<file path="config.mk">
export PLATFORM = sky130hd
export DESIGN_NAME = vdf_3_a_collector_flat
export DESIGN_NICKNAME = d
export VERILOG_FILES = /design/src/rtl/vdf_3_a_collector_pkg.sv /design/src/rtl/vdf_3_a_collector_if.sv /design/src/rtl/vdf_3_a_collector_word_fifo.sv /design/src/rtl/vdf_3_a_collector.sv /design/src/flat_wrapper.sv
export SDC_FILE = /design/constraint.sdc
export NUM_CORES = 1
export LEC_CHECK = 0
export ABC_AREA = 1
export CAP_MARGIN = 20
export CELL_PAD_IN_SITES_DETAIL_PLACEMENT = 1
export CELL_PAD_IN_SITES_GLOBAL_PLACEMENT = 1
export CORE_ASPECT_RATIO = 1.2
export CORE_MARGIN = 4
export CORE_UTILIZATION = 40
export CTS_BUF_LIST = sky130_fd_sc_hd__clkbuf_16
export CTS_CLUSTER_DIAMETER = 50
export DETAILED_ROUTE_END_ITERATION = 10
export GPL_ROUTABILITY_DRIVEN = 0
export PLACE_DENSITY = 0.82
export SKIP_CTS_REPAIR_TIMING = 1
export SKIP_LAST_GASP = 1
export SYNTH_ARGS = -nofsm -noshare
export SYNTH_HDL_FRONTEND = slang
export SYNTH_SLANG_ARGS = --single-unit
</file>
<file path="constraint.sdc">
create_clock -name CLK -period 2.02 [get_ports CLK]
set_input_delay 0.303 -clock CLK [delete_from_list [all_inputs] [get_ports CLK]]
set_output_delay 0.303 -clock CLK [all_outputs]
set_load 0.02 [all_outputs]
</file>
<file path="src/rtl/vdf_3_a_collector_pkg.sv">
// Shared constants and the word+length entry type for the VDF chain collector.
// The chain latency is fixed by the upstream 3-stage gated DFF pipeline.
package vdf_pkg;

    localparam int VDF_CHAIN_LATENCY = 3;
    localparam int VDF_WORD_W        = 8;
    localparam int VDF_CNT_W         = 16;
    localparam int VDF_LEN_W         = $clog2(VDF_WORD_W + 1);

    typedef struct packed {
        logic [VDF_LEN_W-1:0]  len;
        logic [VDF_WORD_W-1:0] word;
    } vdf_entry_t;

endpackage

</file>
<file path="src/rtl/vdf_3_a_collector_if.sv">
// Packed-word output channel of the collector: data, length and valid/ready handshake.
interface vdf_3_a_collector_if #(
    parameter int WORD_W = 8
) ();

    localparam int LEN_W = $clog2(WORD_W + 1);

    logic [WORD_W-1:0] WORD;
    logic [LEN_W-1:0]  WORD_LEN;
    logic              WORD_VALID;
    logic              WORD_READY;

    modport master (
        output WORD,
        output WORD_LEN,
        output WORD_VALID,
        input  WORD_READY
    );

    modport slave (
        input  WORD,
        input  WORD_LEN,
        input  WORD_VALID,
        output WORD_READY
    );

endinterface

</file>
<file path="src/rtl/vdf_3_a_collector_word_fifo.sv">
// Two-entry synchronous FIFO whose head entry is held in a register so it can
// drive the output bus directly.
module vdf_word_fifo
    import vdf_pkg::*;
#(
    parameter type entry_t = vdf_entry_t
) (
    input  logic   clk,
    input  logic   rst,
    input  logic   push,
    input  entry_t push_data,
    input  logic   pop,
    output logic   full,
    output logic   empty,
    output entry_t head
);

    entry_t slot0_q, slot0_d;
    entry_t slot1_q, slot1_d;
    logic   valid0_q, valid0_d;
    logic   valid1_q, valid1_d;
    logic   do_pop;
    logic   do_push;

    assign full  = valid0_q & valid1_q;
    assign empty = ~valid0_q;
    assign head  = slot0_q;

    // A pop frees the head slot first, so a push on a full buffer still fits.
    always_comb begin
        slot0_d  = slot0_q;
        slot1_d  = slot1_q;
        valid0_d = valid0_q;
        valid1_d = valid1_q;
        do_pop   = pop & valid0_q;
        do_push  = push & (~(valid0_q & valid1_q) | do_pop);

        if (do_pop) begin
            slot0_d  = slot1_q;
            valid0_d = valid1_q;
            valid1_d = 1'b0;
            if (do_push) begin
                if (valid1_q) begin
                    slot1_d  = push_data;
                    valid1_d = 1'b1;
                end else begin
                    slot0_d  = push_data;
                    valid0_d = 1'b1;
                end
            end
        end else if (do_push) begin
            if (!valid0_q) begin
                slot0_d  = push_data;
                valid0_d = 1'b1;
            end else begin
                slot1_d  = push_data;
                valid1_d = 1'b1;
            end
        end
    end

    always_ff @(posedge clk) begin
        if (rst) begin
            slot0_q  <= '0;
            slot1_q  <= '0;
            valid0_q <= 1'b0;
            valid1_q <= 1'b0;
        end else begin
            slot0_q  <= slot0_d;
            slot1_q  <= slot1_d;
            valid0_q <= valid0_d;
            valid1_q <= valid1_d;
        end
    end

endmodule

</file>
<file path="src/rtl/vdf_3_a_collector.sv">
// Collects the single-bit OUT of the 3-stage gated DFF chain, packs valid samples
// LSB-first into words, and keeps a saturating ones count and a sticky drop flag.
module vdf_3_a_collector
    import vdf_pkg::*;
#(
    parameter int LATENCY = VDF_CHAIN_LATENCY,
    parameter int WORD_W  = VDF_WORD_W,
    parameter int CNT_W   = VDF_CNT_W
) (
    input  logic                  CLK,
    input  logic                  RST,
    input  logic                  LAUNCH,
    input  logic                  OUT_IN,
    input  logic                  FLUSH,
    vdf_3_a_collector_if.master   wbus,
    output logic [CNT_W-1:0]      ONES_COUNT,
    output logic                  DROP_ERR
);

    localparam int LEN_W = $clog2(WORD_W + 1);
    localparam int IDX_W = $clog2(WORD_W);

    typedef struct packed {
        logic [LEN_W-1:0]  len;
        logic [WORD_W-1:0] word;
    } entry_t;

    logic [LATENCY-1:0] launch_q, launch_d;
    logic [IDX_W-1:0]   idx_q, idx_d;
    logic [WORD_W-1:0]  asm_q, asm_d;
    logic [CNT_W-1:0]   ones_q, ones_d;
    logic               drop_q, drop_d;

    logic               sample;
    logic [WORD_W-1:0]  asm_s;
    logic [LEN_W-1:0]   len_s;
    logic               complete;
    logic               push;
    entry_t             push_entry;
    logic               pop;
    logic               fifo_full;
    logic               fifo_empty;
    entry_t             head;

    assign sample = launch_q[LATENCY-1];

    // The launch delay line mirrors the chain latency so its tap marks a valid OUT.
    always_comb begin
        launch_d    = '0;
        launch_d[0] = LAUNCH;
        for (int i = 1; i < LATENCY; i++) begin
            launch_d[i] = launch_q[i-1];
        end
    end

    // A same-cycle sample lands in the word before any flush or completion push.
    always_comb begin
        asm_s      = asm_q;
        len_s      = LEN_W'(idx_q);
        asm_d      = asm_q;
        idx_d      = idx_q;
        push       = 1'b0;
        push_entry = '0;
        complete   = sample && (idx_q == IDX_W'(WORD_W - 1));

        if (sample) begin
            asm_s[idx_q] = OUT_IN;
            len_s        = LEN_W'(idx_q) + LEN_W'(1);
        end

        if (complete || (FLUSH && (len_s != '0))) begin
            push            = 1'b1;
            push_entry.word = asm_s;
            push_entry.len  = len_s;
            asm_d           = '0;
            idx_d           = '0;
        end else if (sample) begin
            asm_d = asm_s;
            idx_d = idx_q + IDX_W'(1);
        end
    end

    always_comb begin
        ones_d = ones_q;
        if (sample && OUT_IN && (ones_q != '1)) begin
            ones_d = ones_q + CNT_W'(1);
        end
        drop_d = drop_q | (push & fifo_full & ~pop);
    end

    always_ff @(posedge CLK) begin
        if (RST) begin
            launch_q <= '0;
            idx_q    <= '0;
            asm_q    <= '0;
            ones_q   <= '0;
            drop_q   <= 1'b0;
        end else begin
            launch_q <= launch_d;
            idx_q    <= idx_d;
            asm_q    <= asm_d;
            ones_q   <= ones_d;
            drop_q   <= drop_d;
        end
    end

    assign pop = wbus.WORD_VALID & wbus.WORD_READY;

    vdf_word_fifo #(
        .entry_t (entry_t)
    ) u_fifo (
        .clk       (CLK),
        .rst       (RST),
        .push      (push),
        .push_data (push_entry),
        .pop       (pop),
        .full      (fifo_full),
        .empty     (fifo_empty),
        .head      (head)
    );

    assign wbus.WORD       = head.word;
    assign wbus.WORD_LEN   = head.len;
    assign wbus.WORD_VALID = ~fifo_empty;
    assign ONES_COUNT      = ones_q;
    assign DROP_ERR        = drop_q;

endmodule

</file>
<file path="src/flat_wrapper.sv">
// flat-port wrapper written by rule: the top's interface ports become plain ports
module vdf_3_a_collector_flat import vdf_pkg::*;
#(
    parameter int LATENCY = VDF_CHAIN_LATENCY,
    parameter int WORD_W  = VDF_WORD_W,
    parameter int CNT_W   = VDF_CNT_W
)
  (CLK, RST, LAUNCH, OUT_IN, FLUSH, ONES_COUNT, DROP_ERR, wbus_WORD, wbus_WORD_LEN, wbus_WORD_VALID, wbus_WORD_READY);
  vdf_3_a_collector_if #(.WORD_W(WORD_W)) wbus_i ();
  input  logic CLK;
  input  logic RST;
  input  logic LAUNCH;
  input  logic OUT_IN;
  input  logic FLUSH;
  output logic [CNT_W-1:0] ONES_COUNT;
  output logic DROP_ERR;
  output wire logic [$bits(wbus_i.WORD)-1:0] wbus_WORD;
  output wire logic [$bits(wbus_i.WORD_LEN)-1:0] wbus_WORD_LEN;
  output wire logic [$bits(wbus_i.WORD_VALID)-1:0] wbus_WORD_VALID;
  input wire logic [$bits(wbus_i.WORD_READY)-1:0] wbus_WORD_READY;
  assign wbus_WORD = wbus_i.WORD;
  assign wbus_WORD_LEN = wbus_i.WORD_LEN;
  assign wbus_WORD_VALID = wbus_i.WORD_VALID;
  assign wbus_i.WORD_READY = wbus_WORD_READY;
  vdf_3_a_collector #(.LATENCY(LATENCY), .WORD_W(WORD_W), .CNT_W(CNT_W)) u_core (.CLK(CLK), .RST(RST), .LAUNCH(LAUNCH), .OUT_IN(OUT_IN), .FLUSH(FLUSH), .wbus(wbus_i), .ONES_COUNT(ONES_COUNT), .DROP_ERR(DROP_ERR));
endmodule
</file>
# Word-level counts from Yosys, hierarchy flattened

Cells that the tools add are included.

Eq/ne operators: 4
Muxes and demuxes: 25
Bitwise operators: 10
Order comparisons: 2
$add $sub $neg: 3
Reductions and logical operators: 13

Operators by type and width:

| kind                                                               | count |
|---|---|
| 2-to-1 mux 12 bit                                                  | 11 |
| adder 16 x 1 -> 16 bit (second input constant)                     | 1 |
| inequality test 16 bit (second input constant)                     | 1 |
| 2-to-1 mux 1 bit                                                   | 10 |
| bitwise mux 8 bit                                                  | 1 |
| 2-to-1 mux 8 bit                                                   | 1 |
| AND 1 bit                                                          | 6 |
| logical AND 1 bit                                                  | 5 |
| adder 3 x 1 -> 4 bit (second input constant)                       | 1 |
| less-than comparator 3 x 4 -> 1 bit (second input constant)        | 1 |
| 2-to-1 mux 4 bit                                                   | 1 |
| AND reduction 2 bit                                                | 2 |
| nonzero test 2 bit                                                 | 2 |
| nonzero test 4 bit                                                 | 1 |
| adder 3 x 1 -> 3 bit (second input constant)                       | 1 |
| demux 1 bit (select 3 bit)                                         | 1 |
| == test 3 bit (second input constant)                              | 1 |
| greater-or-equal comparator 3 x 1 -> 1 bit (second input constant) | 1 |
| AND reduction 3 bit                                                | 1 |
| inequality test 2 x 1 -> 1 bit (second input constant)             | 1 |
| inequality test 2 bit (second input constant)                      | 1 |
| NOT 1 bit                                                          | 2 |
| OR 1 bit                                                           | 2 |
| OR reduction 2 bit                                                 | 1 |
| logical OR 1 bit                                                   | 1 |

Bits of input ports: 6
Flip-flop bits (word level): 57
Logic and storage cells: 68

# Depth between registers and ports, before layout

Depth after elaboration: 10
Gate-level depth with buffers: 14
Depth with buffers taken out: 14

# Modules after synthesis

From an unflattened synthesis, not the netlist that was laid out.

Cell total of the unflattened synthesis: 436
Area total of the unflattened synthesis: 2965.3 um^2

Modules (own cells, without submodules):

| module            | instances | area each (um^2) | cells each |
|---|---|---|---|
| vdf_3_a_collector | 1         | 1774.2           | 261 |
| vdf_word_fifo     | 1         | 1191.1           | 175 |

# Least setup slack after synthesis

Ideal clock, no wire load.

Path kind: reg-to-reg
From: register u_core.idx_q[1]
To: register u_core.u_fifo.slot0_q (netlist bit u_core.u_fifo.head[0])
Setup time: 0.115 ns
Data arrival time: 1.645 ns
Buffers on the path: 1
Clock period less this slack: 1.761 ns
Stages on the path, launching flop included: 14
Setup slack: 0.259 ns
Path through: dfxtp_1 ha_1 ha_1 nand2_1 nand2_1 nor2_1 nand2_2 nand2_4 nand2_8 nand2_4 buf_6 nand3_1 nand2_1 a21oi_2

Word-level cells in the longest chain between the ends: 10
Elaborated cells on any way between the ends: 24

Ends and longest elaborated chain:

| element                                                                                                                        | line                                                                 | RTL |
|---|---|---|
| start, declared                                                                                                                | vdf_3_a_collector.sv:29                                              | `logic [IDX_W-1:0] idx_q, idx_d;` |
| start signal, assigned                                                                                                         | vdf_3_a_collector.sv:100                                             | `idx_q <= idx_d;` |
| less-than comparator 3 x 4 -> 1 bit (implied by the code) / greater-or-equal comparator 3 x 1 -> 1 bit (equally long branches) | vdf_3_a_collector.sv:67                                              | `asm_s[idx_q] = OUT_IN;` |
| logical AND 1 bit (implied by the code)                                                                                        | vdf_3_a_collector.sv:67                                              |  |
| 2-to-1 mux 1 bit (implied by the code)                                                                                         | vdf_3_a_collector.sv:67                                              |  |
| demux 1 bit (select 3 bit)                                                                                                     | -                                                                    |  |
| bitwise mux 8 bit                                                                                                              | vdf_3_a_collector.sv:67                                              |  |
| 2-to-1 mux 8 bit                                                                                                               | vdf_3_a_collector.sv:66                                              | `if (sample) begin` |
| 2-to-1 mux 12 bit                                                                                                              | vdf_3_a_collector.sv:71                                              | `if (complete \|\| (FLUSH && (len_s != '0))) begin` |
| 2-to-1 mux 12 bit, on equally long branches                                                                                    | vdf_3_a_collector_word_fifo.sv:52, vdf_3_a_collector_word_fifo.sv:43 |  |
| 2-to-1 mux 12 bit, on equally long branches                                                                                    | vdf_3_a_collector_word_fifo.sv:51, vdf_3_a_collector_word_fifo.sv:42 |  |
| 2-to-1 mux 12 bit                                                                                                              | vdf_3_a_collector_word_fifo.sv:38                                    | `if (do_pop) begin` |
| end signal, assigned                                                                                                           | vdf_3_a_collector_word_fifo.sv:69                                    | `slot0_q <= slot0_d;` |
| end, declared                                                                                                                  | vdf_3_a_collector_word_fifo.sv:18                                    | `entry_t slot0_q, slot0_d;` |

Several ways; a longest one is shown, not always the timed one. The select of a mux whose other input is x is not followed.
A chain may end at the register's enable or synchronous reset.

# Worst setup path in the final report

From: register u_core.idx_q[0]
To: register u_core.u_fifo.slot1_q[0] in the netlist's numbering

Word-level cells in the longest chain between the ends: 10
Elaborated cells on any way between the ends: 23

Ends and longest elaborated chain:

| element                                                                                                                        | line                                                                 | RTL |
|---|---|---|
| less-than comparator 3 x 4 -> 1 bit (implied by the code) / greater-or-equal comparator 3 x 1 -> 1 bit (equally long branches) | vdf_3_a_collector.sv:67                                              |  |
| logical AND 1 bit (implied by the code)                                                                                        | vdf_3_a_collector.sv:67                                              |  |
| 2-to-1 mux 1 bit (implied by the code)                                                                                         | vdf_3_a_collector.sv:67                                              |  |
| demux 1 bit (select 3 bit)                                                                                                     | -                                                                    |  |
| bitwise mux 8 bit                                                                                                              | vdf_3_a_collector.sv:67                                              |  |
| 2-to-1 mux 8 bit                                                                                                               | vdf_3_a_collector.sv:66                                              |  |
| 2-to-1 mux 12 bit                                                                                                              | vdf_3_a_collector.sv:71                                              |  |
| 2-to-1 mux 12 bit, on equally long branches                                                                                    | vdf_3_a_collector_word_fifo.sv:52, vdf_3_a_collector_word_fifo.sv:43 |  |
| 2-to-1 mux 12 bit, on equally long branches                                                                                    | vdf_3_a_collector_word_fifo.sv:51, vdf_3_a_collector_word_fifo.sv:42 |  |
| 2-to-1 mux 12 bit                                                                                                              | vdf_3_a_collector_word_fifo.sv:38                                    |  |
| end signal, assigned                                                                                                           | vdf_3_a_collector_word_fifo.sv:70                                    | `slot1_q <= slot1_d;` |
| end, declared                                                                                                                  | vdf_3_a_collector_word_fifo.sv:19                                    | `entry_t slot1_q, slot1_d;` |

Several ways; a longest one is shown, not always the timed one. The select of a mux whose other input is x is not followed.

==> results.md <==
- Antenna-violating nets left: 0
- Vias in the first global route: between 2000 and 3000
- Clk_lat worst skew: 0.33 ns
- Max Fclk: ~500 MHz
- Final Critical Period: 2.027 ns
- Die span in x: about 86 um
- Crit path required time: 2.23 ns
- GRT Total Usage: 0.2054
- Post-Place Worst Slack: 0.007957 ns
- Antenna violations before repair: 0
- R2R Path End: u_core.u_fifo.slot1_q[0]$_SDFFE_PP0P_
- First-pass GRT wire length: 14160 um
- Seq/Total Area, Yosys: 0.3884
- Failing checks: setup timing
- Remaining DRCs: 0
- Final period utilization: 1.003
- CTS tree: done
- Starting Density: 0.4210
- Fill count: 895
- WS Path Type: flop to flop
- Status: complete, but fails checks
- PwrDens: 783.0 nW/um2
- DIE HEIGHT: slightly above 100 um
- Worst VDD drop: 559.3 uV
- DRT Pass-1 Iters: 4
- DR vias: 3050
- GRT Residual Overflow: 0
- CP dominant cell by count: nand2_2
- Port buffer count: 35
- Vias per inst: 5.241
- #FFs+latches synth: 57
- Drt initial violations: 166
- Clock slew at reported path FFs: 0.05 ns
- Pleak: 1.756 nW
- Layout area overhead: 36.24%
- Final setup TNS: -0.006515 ns
- CP max-delay cell: dfxtp_1
- Syn avg cell area: 6.864 um2
- Finish-stage setup viols: 1
- Critical-path cell list: ha_1 > ha_4 > nand2_2 > nand2_2 > nor2_4 > nand2_2 > nand2_4 > nand2_8 > nand2_8 > buf_4 > o21ai_0 > a21oi_1
- R2R setup slack: -0.007 ns
- Min setup slack post-route: -0.006515 ns
- Hold path endpoint: u_core.launch_q[1]$_SDFF_PP0_
- Slew Limit Fails: 0
- CTS buffer count: 9
- Layout net count: about 500
- Row count: 33
- Worst r2r src: u_core.idx_q[0]$_SDFFE_PP0P_
- Synthesized area: 2938 um2
- Slew margin rel.: 0.6568
- Worst setup EP type: flop
- Antenna diode count: 0
- Clk root buf: clkbuf_16
- Final-report hold violation count: 0
- Worst Path Max Fanout: 8
- Core area: 6978 um2
- CP Buf/Inv Count: 1
- Critical path depth: 12
- DP Wirelength: 6016 um
- Detailed Route WL: 10170 um
- Syn_nets: about 440
- IO Pins: 36
- YS warnings: 0
- Num Clock Sinks: 57
- H-tree lvl count: 3
- Routed WL per cell: 17.48 um
- Least-Margin Pin Slew: around 0.5 ns
- Clock tree buffer depth: 2
- Family with the most delay on the worst path: simple AND/OR/NAND/NOR gates
- Clk_skew: 0.007273 ns
- WHS Path Cells: 2
- Max-cap viol count: 0
- Worst setup SP type: flop
- Worst EP arrival: 2.24 ns
- Final Cell Area: approximately 4000 um2
- Die Area: 8786 um2
- Largest net degree at the start of global routing: 32
- Worst R2R Path Depth: 12
- Worst stage delay on the critical path: 0.31 ns
- Placed instance area: 3406 um2
- Gate Count Post-Synth: 428
- Synth unique cells: 27
- Worst hold path type: flop to flop
- Hold path start: u_core.launch_q[0]$_SDFF_PP0_
- Layout cells sized above 1: 0.1596
[placed cells by master, fill, tap and decap left out]
cell | Yosys | layout
a21oi_1 | 30 | 30
a21oi_2 | 11 | 11
buf_12 | 0 | 2
buf_4 | 2 | 26
bufinv_16 | 0 | 3
clkbuf_16 | 0 | 10
clkdlybuf4s50_1 | 0 | 35
clkinv_1 | 0 | 1
clkinv_2 | 0 | 1
clkinvlp_4 | 0 | 1
dfxtp_1 | 57 | 56
dfxtp_2 | 0 | 1
ha_1 | 3 | 1
ha_2 | 0 | 1
ha_4 | 0 | 1
inv_1 | 64 | 65
inv_2 | 3 | 3
nand2_1 | 115 | 111
nand2_2 | 4 | 6
nand2_4 | 4 | 4
nand2_8 | 1 | 5
nand3_1 | 27 | 26
nand3_2 | 0 | 1
nand3b_1 | 12 | 12
nand4_1 | 2 | 2
nor2_1 | 36 | 35
nor2_4 | 1 | 2
nor3_1 | 7 | 7
nor4_4 | 1 | 1
o211ai_1 | 2 | 2
o21ai_0 | 24 | 23
o21ai_1 | 3 | 4
xnor2_1 | 2 | 2
xor2_1 | 4 | 4
[sequential cells by signal, indices dropped and copies added (netlist names)]
register and flops:
u_core.ONES_COUNT 16, u_core.u_fifo.head 12, u_core.u_fifo.slot1_q 12, u_core.asm_q 8
u_core.idx_q 3, u_core.launch_q 3, u_core.DROP_ERR 1, u_core.u_fifo.valid0_q 1
u_core.u_fifo.valid1_q 1
[Yosys cell counts]
cell        n  area, um2
nand2_4     4      45.04
inv_1      64      240.2
nand2_8     1      20.02
a21oi_2    11      96.34
xor2_1      4      35.03
nor3_1      7      35.03
nand2_2     4      25.02
dfxtp_1    57       1141
nand4_1     2      12.51
a21oi_1    30      150.1
o211ai_1    2      15.01
inv_2       3      11.26
nand2_1   115      431.7
buf_1       1      3.750
buf_2       2      10.01
clkbuf_1    6      22.52
nand3b_1   12      90.09
o21ai_1     3      15.01
o21ai_0    24      120.1
xnor2_1     2      17.52
nor2_4      1      11.26
ha_1        3      37.54
buf_4       2      15.01
nor2_1     36      135.1
nor4_4      1      21.27
nand3_1    27      135.1
buf_6       4      45.04
[power by group]
group	internal [mW]	leakage, nW	switching, mW	total [mW]
Clock	1.19	0.164	0.551	1.74
Sequential	1.15	0.461	0.0137	1.16
Combinational	0.0960	1.13	0.135	0.231
[worst max-delay path by stage]
stage / end / slack [ns] / from
after detailed placement: u_core.u_fifo.head[10]$_SDFFE_PP0P_ / 0.008 / u_core.idx_q[0]$_SDFFE_PP0P_
after global routing: u_core.u_fifo.slot1_q[0]$_SDFFE_PP0P_ / -0.12 / u_core.idx_q[0]$_SDFFE_PP0P_
after global placement: u_core.u_fifo.head[3]$_SDFFE_PP0P_ / 0.08 / u_core.idx_q[0]$_SDFFE_PP0P_
final: u_core.u_fifo.slot1_q[0]$_SDFFE_PP0P_ / -0.007 / u_core.idx_q[0]$_SDFFE_PP0P_
after floorplan: u_core.u_fifo.head[0]$_SDFFE_PP0P_ / 0.26 / u_core.idx_q[1]$_SDFFE_PP0P_
after CTS: u_core.u_fifo.head[10]$_SDFFE_PP0P_ / -0.06 / u_core.idx_q[0]$_SDFFE_PP0P_
[area by class of cell]
class / instances / area, um2 / area share
Sequential cell: 57 / 1142 / 0.2854
Inverter: 67 / 251.5 / 0.06283
Clock inverter: 7 / 110.1 / 0.02751
Timing Repair Buffer: 64 / 610.6 / 0.1525
Clock buffer: 9 / 225.2 / 0.05627
Tap cell: 87 / 108.9 / 0.02720
Multi-Input combinational cell: 291 / 1554 / 0.3882
[cell families after synthesis]
group                    count (synthesis)  synth area share
AND/OR/NAND/NOR                        210            0.3275
buffers and inverters                   82            0.1184
adder cells (fa/ha/maj)                  3           0.01278
XOR/XNOR                                 6           0.01789
AO/OA/AOI/OAI                           70            0.1350
flip-flops                              57            0.3884
[tightest hold or removal path, cell delays in order, from the launching register on]
cell and delay [ns]:
dfxtp_1 0.29, inv_1 0.04, nor2_1 0.03
[per-layer routing]
layer	up-vias	part of all wire	routed length (um)	global-route usage
li1	1475	-	-	-
met1	1489	0.41	4127	0.2479
met5	-	0	0	0
met4	0	0.024	241	0.1031
met3	20	0.036	369	0.03065
met2	66	0.53	5433	0.3555
[stage by stage]
stage	hold WS (ns)	std cells	util	power, mW
floorplan	0.3883	428	-	1.301
global placement	0.3974	549	0.4881	1.368
detailed placement	0.4052	549	0.4881	1.374
CTS	0.4145	565	0.5361	3.100
global route	0.4329	582	0.5736	3.239
finish	0.4072	582	0.5736	3.134
Note: power is estimated with default switching activity, not from simulation.
